--- src/rtl/alu_md_sequencer.sv ---
// alu_md_sequencer
//   Iterative multiply/divide unit beside the MIPS ALU. It holds the
//   architectural HI/LO registers and stalls the pipeline through `busy`.
//   MUL uses shift-add and DIV uses restoring division. Each takes one bit
//   per cycle for 32 cycles. A DIV by zero finishes after a single cycle.
//
//   Optional feature: define MD_SIGNED_EN to honour `sign`. Operands are then
//   converted to magnitudes on acceptance, and the result signs are restored
//   on the edge that enters DONE. When the macro is undefined, all operations
//   are unsigned.
//
// Ports
//   clk, reset          rising-edge clock, async active-high reset
//   start, op, sign     request (op 3'b010 MUL, 3'b011 DIV), signed request
//   in1, in2            multiplicand/dividend, multiplier/divisor
//   flush               abort of an in-flight operation (RUN only)
//   hi_we, lo_we, wdata MTHI/MTLO writes
//   busy, done          operation in flight / one-cycle result pulse
//   div_by_zero         sticky: last DIV had a zero divisor
//   hi, lo, ALUMDOut    architectural registers and {hi, lo}
//   dbg_state_o         current FSM state (IDLE=0, RUN=1, DONE=2)
//
// Handshake: `start` is a request with no ready. It is taken on a clock edge
// only while busy=0 (IDLE or DONE) and op is MUL/DIV. Otherwise it is dropped.
// An accepted start takes priority over an MTHI/MTLO write in the same cycle.
module alu_md_sequencer (
  input  logic        clk,
  input  logic        reset,
  input  logic        start,
  input  logic [2:0]  op,
  input  logic        sign,
  input  logic [31:0] in1,
  input  logic [31:0] in2,
  input  logic        flush,
  input  logic        hi_we,
  input  logic        lo_we,
  input  logic [31:0] wdata,
  output logic        busy,
  output logic        done,
  output logic        div_by_zero,
  output logic [31:0] hi,
  output logic [31:0] lo,
  output logic [63:0] ALUMDOut,
  output logic [1:0]  dbg_state_o
);

  localparam logic [2:0] OP_MUL = 3'b010;
  localparam logic [2:0] OP_DIV = 3'b011;

  typedef enum logic [1:0] {S_IDLE = 2'd0, S_RUN = 2'd1, S_DONE = 2'd2} state_t;

  state_t      state_q;
  logic        busy_q, done_q, dbz_q, is_div_q, dz_q;
  logic [31:0] hi_q, lo_q, opb_q;
  logic [63:0] acc_q;   // MUL: {accumulator, multiplier}; DIV: low half = dividend/quotient
  logic [32:0] rem_q;   // DIV partial remainder
  logic [5:0]  cnt_q;

`ifdef MD_SIGNED_EN
  logic neg_qp_q, neg_r_q;
  logic s_a, s_b;
`else
  logic unused_sign;
  assign unused_sign = sign;
`endif

  // The remainder never reaches 2^32 after a restore, so its top bit stays clear.
  logic unused_rem_msb;
  assign unused_rem_msb = rem_q[32];

  logic        accept, acc_div, acc_dz;
  logic [31:0] a_mag, b_mag;
  logic [32:0] mul_sum, div_shift, div_diff, rem_next;
  logic [63:0] mul_next, prod_res;
  logic        div_ge;
  logic [31:0] quo_next, quo_res, rem_res;

  always_comb begin
    accept  = start && (op == OP_MUL || op == OP_DIV) && (state_q != S_RUN);
    acc_div = (op == OP_DIV);
    acc_dz  = acc_div && (in2 == 32'd0);
    a_mag   = in1;
    b_mag   = in2;
`ifdef MD_SIGNED_EN
    s_a = sign & in1[31];
    s_b = sign & in2[31];
    if (s_a) a_mag = 32'd0 - in1;
    if (s_b) b_mag = 32'd0 - in2;
`endif
    // Shift-add step: add the multiplicand when the multiplier LSB is set, then shift right.
    mul_sum  = {1'b0, acc_q[63:32]} + (acc_q[0] ? {1'b0, opb_q} : 33'd0);
    mul_next = {mul_sum, acc_q[31:1]};
    // Restoring step: shift in the next dividend bit and subtract if it fits.
    div_shift = {rem_q[31:0], acc_q[31]};
    div_ge    = (div_shift >= {1'b0, opb_q});
    div_diff  = div_shift - {1'b0, opb_q};
    rem_next  = div_ge ? div_diff : div_shift;
    quo_next  = {acc_q[30:0], div_ge};
    prod_res  = mul_next;
    quo_res   = quo_next;
    rem_res   = rem_next[31:0];
`ifdef MD_SIGNED_EN
    if (neg_qp_q) begin
      prod_res = 64'd0 - mul_next;
      quo_res  = 32'd0 - quo_next;
    end
    if (neg_r_q) rem_res = 32'd0 - rem_next[31:0];
`endif
  end

  always_ff @(posedge clk or posedge reset) begin
    if (reset) begin
      state_q  <= S_IDLE;
      busy_q   <= 1'b0;
      done_q   <= 1'b0;
      dbz_q    <= 1'b0;
      is_div_q <= 1'b0;
      dz_q     <= 1'b0;
      hi_q     <= 32'd0;
      lo_q     <= 32'd0;
      opb_q    <= 32'd0;
      acc_q    <= 64'd0;
      rem_q    <= 33'd0;
      cnt_q    <= 6'd0;
`ifdef MD_SIGNED_EN
      neg_qp_q <= 1'b0;
      neg_r_q  <= 1'b0;
`endif
    end else begin
      done_q <= 1'b0;
      case (state_q)
        S_IDLE, S_DONE: begin
          if (accept) begin
            state_q  <= S_RUN;
            busy_q   <= 1'b1;
            cnt_q    <= 6'd0;
            dbz_q    <= 1'b0;
            is_div_q <= acc_div;
            dz_q     <= acc_dz;
            rem_q    <= 33'd0;
            // A zero divisor keeps the raw dividend, which becomes HI unchanged.
            if (acc_dz)       acc_q <= {32'd0, in1};
            else if (acc_div) acc_q <= {32'd0, a_mag};
            else              acc_q <= {32'd0, b_mag};
            opb_q <= acc_div ? b_mag : a_mag;
`ifdef MD_SIGNED_EN
            neg_qp_q <= s_a ^ s_b;
            neg_r_q  <= s_a;
`endif
          end else begin
            state_q <= S_IDLE;
            if (hi_we) hi_q <= wdata;
            if (lo_we) lo_q <= wdata;
          end
        end
        S_RUN: begin
          if (flush) begin
            state_q <= S_IDLE;
            busy_q  <= 1'b0;
          end else if (dz_q) begin
            state_q <= S_DONE;
            busy_q  <= 1'b0;
            done_q  <= 1'b1;
            dbz_q   <= 1'b1;
            hi_q    <= acc_q[31:0];
            lo_q    <= 32'hFFFF_FFFF;
          end else begin
            cnt_q <= cnt_q + 6'd1;
            if (is_div_q) begin
              acc_q <= {32'd0, quo_next};
              rem_q <= rem_next;
            end else begin
              acc_q <= mul_next;
            end
            if (cnt_q == 6'd31) begin
              state_q <= S_DONE;
              busy_q  <= 1'b0;
              done_q  <= 1'b1;
              if (is_div_q) begin
                lo_q <= quo_res;
                hi_q <= rem_res;
              end else begin
                hi_q <= prod_res[63:32];
                lo_q <= prod_res[31:0];
              end
            end
          end
        end
        default: begin
          state_q <= S_IDLE;
          busy_q  <= 1'b0;
        end
      endcase
    end
  end

  assign busy        = busy_q;
  assign done        = done_q;
  assign div_by_zero = dbz_q;
  assign hi          = hi_q;
  assign lo          = lo_q;
  assign ALUMDOut    = {hi_q, lo_q};
  assign dbg_state_o = state_q;

endmodule

--- config.mk ---
export PLATFORM = sky130hd
export DESIGN_NAME = alu_md_sequencer
export DESIGN_NICKNAME = d
export VERILOG_FILES = /design/src/rtl/alu_md_sequencer.sv
export SDC_FILE = /design/constraint.sdc
export NUM_CORES = 1
export LEC_CHECK = 0
export ABC_AREA = 1
export CORE_MARGIN = 2
export CORE_UTILIZATION = 50
export DETAILED_ROUTE_END_ITERATION = 10
export PLACE_DENSITY_LB_ADDON = 0.2
export SYNTH_ARGS = -nofsm -noshare
export SYNTH_HDL_FRONTEND = slang
export SYNTH_SLANG_ARGS = --single-unit
export TNS_END_PERCENT = 1
--- constraint.sdc ---
create_clock -name clk -period 7 [get_ports clk]
set_input_delay 1.05 -clock clk [delete_from_list [all_inputs] [get_ports clk]]
set_output_delay 1.05 -clock clk [all_outputs]
set_load 0.03 [all_outputs]
Yosys cells after proc, flatten, opt, wreduce, memory -nomap -nowiden
Cells that the tools add are included.
{"block": "op_classes", "add_sub_neg": 3, "multipliers": 0, "div": 0, "magnitude_cmp": 1, "eq_ne": 16, "n_shift": 0, "mux": 51, "bitwise_logic": 0, "n_reduce_logical": 15}
{"op": "two-way mux 32 bit", "n": 21}
{"op": "two-way mux 64 bit", "n": 4}
{"op": "one-hot mux 32 bit (2 select lines)", "n": 3}
{"op": "one-hot mux 64 bit (2 select lines)", "n": 1}
{"op": "adder 32 x 32 -> 33 bit", "n": 1}
{"op": "greater-or-equal comparator 33 x 32 -> 1 bit", "n": 1}
{"op": "zero test 32 bit", "n": 1}
{"op": "subtractor 32 bit", "n": 1}
{"op": "two-way mux 6 bit", "n": 3}
{"op": "!= test 2 bit (second input constant)", "n": 8}
{"op": "AND reduction 5 bit", "n": 3}
{"op": "two-way mux 1 bit", "n": 12}
{"op": "one-hot mux 6 bit (2 select lines)", "n": 1}
{"op": "AND reduction 4 bit", "n": 2}
{"op": "adder 6 x 1 -> 6 bit (second input constant)", "n": 1}
{"op": "equality test 3 x 2 -> 1 bit (second input constant)", "n": 2}
{"op": "equality test 6 x 5 -> 1 bit (second input constant)", "n": 1}
{"op": "two-way mux 2 bit", "n": 3}
{"op": "!= test 4 bit (second input constant)", "n": 1}
{"op": "one-hot mux 1 bit (2 select lines)", "n": 2}
{"op": "one-hot mux 2 bit (2 select lines)", "n": 1}
{"op": "AND reduction 2 bit", "n": 2}
{"op": "logical AND 1 bit", "n": 3}
{"op": "!= test 3 bit (second input constant)", "n": 1}
{"op": "7 further kinds", "n": 7}
{"block": "totals", "reg_bits": 205, "latch_bits": 0, "mem_bits_rw": 0, "romBits": 0, "wordCells": 98, "n_memories": 0}

Depth between registers and ports, before layout
Gate-level depths: netlist (run 1).
{"block": "logic_depth", "word_depth": 7, "depth_mapped": 21, "depth_no_buf": 19}

Worst setup path after synthesis (run 1)
No wires, ideal clock.
{"block": "synth_path", "path_kind": "reg-to-reg", "from": "register acc_q[0]", "to": "register hi_q[31] (netlist: hi[31])", "setup_time_ns": 0.078, "t_arrival_ns": 2.624, "path_slack_ns": 4.299, "stages_incl_launch_ff": 21, "synth_period_minus_slack_ns": 2.701, "path_cell_list": "dfrtp_1 > clkbuf_1 > clkbuf_1 > nand2_1 > inv_1 > ha_1 > inv_1 > fa_1 > inv_1 > nand2_1 > o21ai_1 > nand3_1 > nand2_1 > nand2_1 > nand2_1 > nand2_1 > o21ai_0 > nand2_1 > nand2_1 > nand2_1 > a21boi_1"}
{"block": "synth_between", "elab_chain_cells": 7}
{"element": "from (decl)", "line": "55", "text": "logic [63:0] acc_q;"}
{"element": "from (signal assigned)", "line": "142", "text": "if (acc_dz) acc_q <= {32'd0, in1};"}
{"element": "from (signal assigned)", "line": "143", "text": "else if (acc_div) acc_q <= {32'd0, a_mag};"}
{"element": "from (signal assigned)", "line": "144", "text": "else acc_q <= {32'd0, b_mag};"}
{"element": "two-way mux 32 bit", "line": "91", "text": "mul_sum = {1'b0, acc_q[63:32]} + (acc_q[0] ? {1'b0, opb_q} : 33'd0);"}
{"element": "adder 32 x 32 -> 33 bit", "line": "91"}
{"element": "two-way mux 32 bit", "line": "179", "text": "if (is_div_q) begin"}
{"element": "two-way mux 32 bit", "line": "175", "text": "if (cnt_q == 6'd31) begin"}
{"element": "two-way mux 32 bit", "line": "160", "text": "end else if (dz_q) begin"}
{"element": "two-way mux 32 bit", "line": "157", "text": "if (flush) begin"}
{"element": "one-hot mux 32 bit (2 select lines)", "line": "131", "text": "case (state_q)"}
{"element": "to (signal assigned)", "line": "165", "text": "hi_q <= acc_q[31:0];"}
{"element": "to (signal assigned)", "line": "181", "text": "hi_q <= rem_res;"}
{"element": "to (signal assigned)", "line": "183", "text": "hi_q <= prod_res[63:32];"}
{"element": "to (decl)", "line": "54", "text": "logic [31:0] hi_q, lo_q, opb_q;"}
No other way between the ends. The select of a mux whose other input is x is not followed.
A chain may end at the register's enable or synchronous reset.

Worst setup path in the final report (run 1)
{"block": "layout_path", "from": "register state_q[0] (netlist: dbg_state_o[0])", "to": "register hi_q[27] (netlist: hi[27])"}
{"block": "layout_between", "elab_chain_cells": 4}
{"element": "from (decl)", "line": "52", "text": "state_t state_q;"}
{"element": "from (signal assigned)", "line": "113", "text": "state_q <= S_IDLE;"}
{"element": "from (signal assigned)", "line": "134", "text": "state_q <= S_RUN;"}
{"element": "from (signal assigned)", "line": "151", "text": "state_q <= S_IDLE;"}
{"element": "equality test 2 bit (tied with other cells)", "line": "131"}
{"element": "OR reduction 2 bit or logical AND 1 bit (tied branches)", "line": "131, 79"}
{"element": "!= test 2 bit (no source line) or nonzero test 2 bit (tied branches)"}
{"element": "AND reduction 5 bit (no source line)"}
{"element": "to (signal assigned)", "line": "152", "text": "if (hi_we) hi_q <= wdata;"}
{"element": "to (signal assigned)", "line": "165"}
{"element": "to (signal assigned)", "line": "181"}
Several ways; a longest one is shown, not always the timed one.

==> results of run 1 <==
## logic make-up (layout without fill, tap and decap cells)
family / Yosys count / count (layout)
fa+ha+maj: 67 / 67
flops: 205 / 205
buf+inv: 496 / 628
simple gates: 1036 / 1036
compound gates: 497 / 497
xor+xnor: 16 / 16
mux: 13 / 13
## cell usage in the layout (no fill, tap or decap), types with 8 or more instances in the layout
cell type,instances
a21boi_1,18
dfrtp_1,204
buf_4,12
clkdlybuf4s50_1,237
xor2_1,12
nand3b_1,12
nand4_1,14
a21o_1,30
clkbuf_16,25
nor2_2,10
a21oi_1,108
o221ai_1,25
nor3_1,16
a221oi_1,11
a22o_1,12
nor2_1,170
o21ai_0,194
nand3_1,119
nand2_1,636
a31oi_1,36
mux2i_1,13
nand2_2,24
o22ai_1,31
inv_1,327
ha_1,65
clkbuf_8,8
## final cells by class
cell class                 instances  area share, %
multi-input combinational       1629           45.5
timing repair buffer             249           13.2
clock inverter                     4          0.261
clock buffer                      38           4.04
tap                              402           2.69
sequential                       205           27.5
inverter                         337           6.83
## worst paths after layout
check / startpoint / end
worst max-delay path: dbg_state_o[0] / hi[27]
worst min-delay path: cnt_q[5] / cnt_q[5]
worst max register to register: dbg_state_o[0] / hi[27]
worst min register to register: cnt_q[5] / cnt_q[5]
max in group asynchronous: reset / rem_q[15]
min in group asynchronous: reset / hi[14]
## routing by layer
metal | vias to the layer above | global-route usage, % | share of wire (%)
li1 | 7760 | - | -
met1 | 7809 | 50.9 | 43
met2 | 893 | 54.9 | 44
met3 | 120 | 6.20 | 10
met4 | 0 | 11.9 | 3.7
met5 | - | 0 | 0
## state kept, by name, summed over array words and instances, names as in the netlist, 2 cells and up
register and flops:
acc_q 64, hi 32, lo 32, opb_q 32, rem_q 32, cnt_q 6
dbg_state_o 2
## report_power, final
group	internal, µW	switching [µW]	total (µW)
registers	1430	218	1650
clock network	772	521	1290
logic	963	1890	2850
## stage by stage
step | utilization [%] | hold slack, ns | worst slack (ns) | area [µm²] | power, µW
after CTS | 59.6 | 0.465 | 3.05 | 18700 | 5740
after floorplan | - | 0.428 | 0.354 | 15800 | 3530
final | 59.6 | 0.467 | 2.91 | 18700 | 5790
after global routing | 59.6 | 0.508 | 2.74 | 18700 | 6080
after detailed placement | 57.1 | 0.456 | 2.59 | 17900 | 4440
after global placement | 57.1 | 0.451 | 2.66 | 17900 | 4410
## critical path, cell delays in order, from the launching register on
cell	delay, ns
dfrtp_1	0.37
inv_2	0.07
nor2_2	0.53
inv_2	0.08
buf_4	0.39
nor2_4	0.76
o21ai_0	0.39
nand2_1	0.16
inv_1	0.09
nand2_2	0.06
buf_4	0.55
a221oi_1	0.31
a21boi_1	0.23
==> flow_summary.json, run 1 <==
{
  "wire_per_inst_um": 21.0,
  "hp-class": "register to register",
  "syn_inst": 2330,
  "maxCapViolCount": 0,
  "post-cts-setup-buffers": 0,
  "diodes": 0,
  "setup_viol": 0,
  "period_share_pct": 58.5,
  "routed_wl_um": 60300,
  "finClkSkew_ns": 0.0132,
  "routed-via-count": 16582,
  "core_area_um2": 31300,
  "synth_seq_cells": 205,
  "htreeDepth": 1,
  "synth.area.top_cells": "dfrtp_1 (32%), nand2_1 (15%), inv_1 (7.8%), o21ai_0 (6.1%), ha_1 (5.1%)",
  "drt-pass1-iter-count": 8,
  "grt_pass1_wl_um": 90200,
  "layoutNonFillerInstCount": 2864,
  "synthMuxAreaShare_pct": 0.824,
  "syn_area_um2": 15800,
  "rsz0062_at_grt": "no",
  "cts_tree": "yes",
  "fmax_mhz": 244,
  "synth_edf_count": 0,
  "yosysSeqAreaShare_pct": 32.5,
  "slew_headroom_pct": 21.7,
  "cp-end-kind": "register",
  "yosys.area_share.adder_pct": 5.40,
  "grt_overflow": 0,
  "yosysTopAreaCell": "dfrtp_1",
  "critical_path.startpoint_type": "register",
  "synth_most_common_cell": "nand2_1",
  "final_max_slew_viol_count": 0,
  "grtUsageTotal_pct": 35.7,
  "leakagePower_uw": 0.00960,
  "synth_ff_type": "dfrtp_1",
  "io_pins": 239,
  "clock-sinks": 205,
  "routed_via_density": 5.79,
  "power_per_cell_area_nw_per_um2": 310,
  "syn_avg_cell_area_um2": 6.78,
  "synth_top_area_share_pct": 32.5,
  "critPathRequiredTime_ns": 7.44,
  "critical_path_class": "register to register",
  "peakVddDrop_uv": 243,
  "hold_buffers": 0,
  "row_count": 65,
  "reg2reg_depth": 12,
  "clockRootBuffer": "clkbuf_16",
  "arrival_ns": 4.53,
  "r2r_slack_ns": 2.91,
  "drc": 0,
  "die_area_um2": 33000,
  "drive_gt1_share_pct": 5.16,
  "dpl.cell_count": 2822,
  "nets": 2619,
  "cts_buffer_depth": 3,
  "port_buffers": 237,
  "grt_max_degree": 109,
  "async_flop_share_pct": 100,
  "multi_input_comb_area_um2": 8490,
  "cts_buffers": 24,
  "start_util_pct": 50.4,
  "synth_xor_area_share_pct": 0.887,
  "gp_congestion": 1.02,
  "seq_area_um2": 5130,
  "ys_warn_count": 0,
  "synth_simple_gate_area_share_pct": 27.7,
  "dp_hpwl_um": 46200,
  "setup_tns_ns": 0,
  "antenna_found_initial": 0,
  "syn_nets": 2503,
  "synth_top_family_by_area": "simple AND/OR/NAND/NOR gates",
  "synth.distinct_cells": 52,
  "synth_compound_area_share_pct": 18.9,
  "worstMarginPinSlew_ns": 1.17,
  "fillers": 2935,
  "hold_depth": 1,
  "first_global_vias": 15282,
  "synth_commonest_cells": "nand2_1 (637), inv_1 (329), dfrtp_1 (205)",
  "drt_iter0_markers": 1934,
  "hold_violations": 0,
  "die_w_um": 182,
  "min_period_ns": 4.09,
  "syn_to_final_growth_pct": 18.2,
  "clk_pin_slew_worst_paths_ns": 0.06,
  "status": "finished, final reports clean",
  "clk_latency_ns": 0.52,
  "cts_resized": 0,
  "crit_path_max_fanout": 77,
  "die_y_um": 182,
  "ant_nets": 0
}
No activity file was read; power rests on OpenSTA's default activity.
==> run 2, diff against run 1 <==
- clock period: 7 -> 3.55 ns (I/O delays scaled with it)
==> run 2 against run 1 <==
Largest cell class unchanged. Maximum frequency rose by 21%. Critical path depth rose by 3. Setup slack got worse by 2.7 ns. Register-to-register slack got worse by 2.7 ns. Clock skew rose by 0.0075 ns. Cell count rose by 1.4%. Via count rose by 1.5%. Critical endpoint is now hi[19]. Final area rose by 2.1%. Combinational power rose by 100%. Largest power group unchanged.
==> flow_summary.json, run 2 (same netlist as run 1, synthesis figures left out) <==
{
  "layout_commonest_cell": "nand2_1",
  "layoutNonFillerInstCount": 2903,
  "nets": 2656,
  "grtUsageTotal_pct": 37.5,
  "min_period_ns": 3.38,
  "antenna_found_initial": 2,
  "drive_gt1_share_pct": 6.72,
  "cts_tree": "yes",
  "regMostFlops": "acc_q",
  "dp_hpwl_um": 49500,
  "row_count": 65,
  "status": "finished, final reports clean",
  "fmax_mhz": 296,
  "grt_util_met2_pct": 58.1,
  "cts_resized": 0,
  "grt_overflow": 0,
  "reg2reg_depth": 15,
  "syn_to_final_growth_pct": 20.7,
  "combPwrFrac_pct": 49.6,
  "first_global_vias": 15873,
  "start_util_pct": 50.4,
  "leakagePower_uw": 0.00982,
  "die_y_um": 182,
  "htreeDepth": 1,
  "fillers": 2934,
  "cp-end-kind": "register",
  "drt_iter0_markers": 2097,
  "hold_buffers": 0,
  "power_per_cell_area_nw_per_um2": 617,
  "dpl.cell_count": 2858,
  "hp-class": "input pin to asynchronous set/reset pin",
  "crit_path_max_fanout": 21,
  "wire_per_inst_um": 21.7,
  "core_area_um2": 31300,
  "ant_nets": 0,
  "cts_buffer_depth": 3,
  "grt_pass1_wl_um": 94000,
  "routed_via_density": 5.80,
  "critical_path.startpoint_type": "register",
  "dpl-instance-area_um2": 18200,
  "die_w_um": 182,
  "critical_path_class": "register to register",
  "cts_buffers": 24,
  "met3_usage_pct": 6.84,
  "clock-sinks": 205,
  "die_area_um2": 33000,
  "internal_power_uw": 6430,
  "p_clk_share_pct": 22.6,
  "gp_congestion": 0.952,
  "gr-usage-met1_pct": 52.3,
  "final_max_slew_viol_count": 0,
  "rsz0062_at_grt": "no",
  "routed_wl_um": 63000,
  "setup_tns_ns": 0,
  "arrival_ns": 3.83,
  "layout_common_cells": "nand2_1 (636), inv_1 (327), clkdlybuf4s50_1 (237)",
  "slew_headroom_pct": 36.5,
  "setup_viol": 0,
  "io_pins": 239,
  "maxCapViolCount": 0,
  "top_usage_layer": "met2",
  "period_share_pct": 95.1,
  "routed-via-count": 16839,
  "port_buffers": 237,
  "peakVddDrop_uv": 499,
  "swShare_pct": 45.3,
  "fin_area_um2": 19100,
  "largest_reg_flops": 64,
  "post-cts-setup-buffers": 0,
  "clk_latency_ns": 0.54,
  "critPathRequiredTime_ns": 4.01,
  "grt_max_degree": 82,
  "pwr-share-seq_pct": 27.7,
  "drc": 0,
  "hold_violations": 0,
  "clk_pin_slew_worst_paths_ns": 0.06,
  "drt-pass1-iter-count": 7,
  "finClkSkew_ns": 0.0208,
  "worstMarginPinSlew_ns": 0.952,
  "clockRootBuffer": "clkbuf_16",
  "p_switching_uw": 5330
}
run 2: cell count changes in the layout (fill, tap and decap cells not counted), sizes merged:
cell,before,now
diode,0,1
buf,12,48
clkbuf,38,35
inv,335,334
clkinvlp,0,1
bufinv,1,2
clkinv,5,8
nor2,187,188
run 2: per-layer routing:
| metal | vias up | wire length [µm] |
|---|---|---|
| li1 | 7839 | - |
| met1 | 7973 | 26500 |
| met2 | 870 | 27600 |
| met3 | 153 | 6090 |
| met4 | 4 | 2840 |
| met5 | - | 28 |
run 2: layout make-up:
class	instances	area [µm²]	share of cell area, %
sequential	205	5130	26.9
clock buffer	35	743	3.90
tap	402	503	2.64
inverter	337	1270	6.67
clock inverter	8	93.8	0.492
timing repair buffer	285	2820	14.8
antenna	1	2.50	0.0131
multi-input combinational	1630	8490	44.6
run 2: critical path, stage by stage (launching register included):
cell	delay (ns)
dfrtp_1	0.48
inv_1	0.10
ha_1	0.39
nand2_1	0.13
nor2_1	0.19
nand2_1	0.12
nor2_1	0.46
nor2_4	0.20
nand2_4	0.25
buf_12	0.20
nand2_1	0.08
nand2_1	0.09
nand2_1	0.09
nand2_1	0.27
nand2_1	0.09
a21boi_1	0.13
run 2: final timing paths:
check	endpoint	start	slack [ns]
max in group asynchronous	is_div_q	reset	2.26
worst min register to register	cnt_q[5]	cnt_q[5]	0.46
worst max-delay path	hi[19]	opb_q[25]	0.17
worst max register to register	hi[19]	opb_q[25]	0.17
min in group clk	cnt_q[5]	cnt_q[5]	0.46
worst min-delay path	hi[5]	reset	0.42
run 2: per-stage QoR:
step                hold slack (ns)  worst slack [ns]  utilization, %  power (µW)
floorplan                     0.428             0.359               -        6970
global placement              0.446             0.229            58.2        8920
detailed placement            0.453             0.222            58.2        8970
CTS                           0.437             0.187            60.8       11600
global route                  0.480            0.0301            60.9       12300
finish                        0.421             0.175            60.9       11800
run 2: power groups by stage:
stage                     combinational (µW)  clock [µW]  sequential, µW
after floorplan                         3450           0            3520
after global placement                  5660           0            3260
after detailed placement                5700           0            3270
after CTS                               5730        2660            3240
after global routing                    6260        2750            3310
final                                   5840        2660            3260
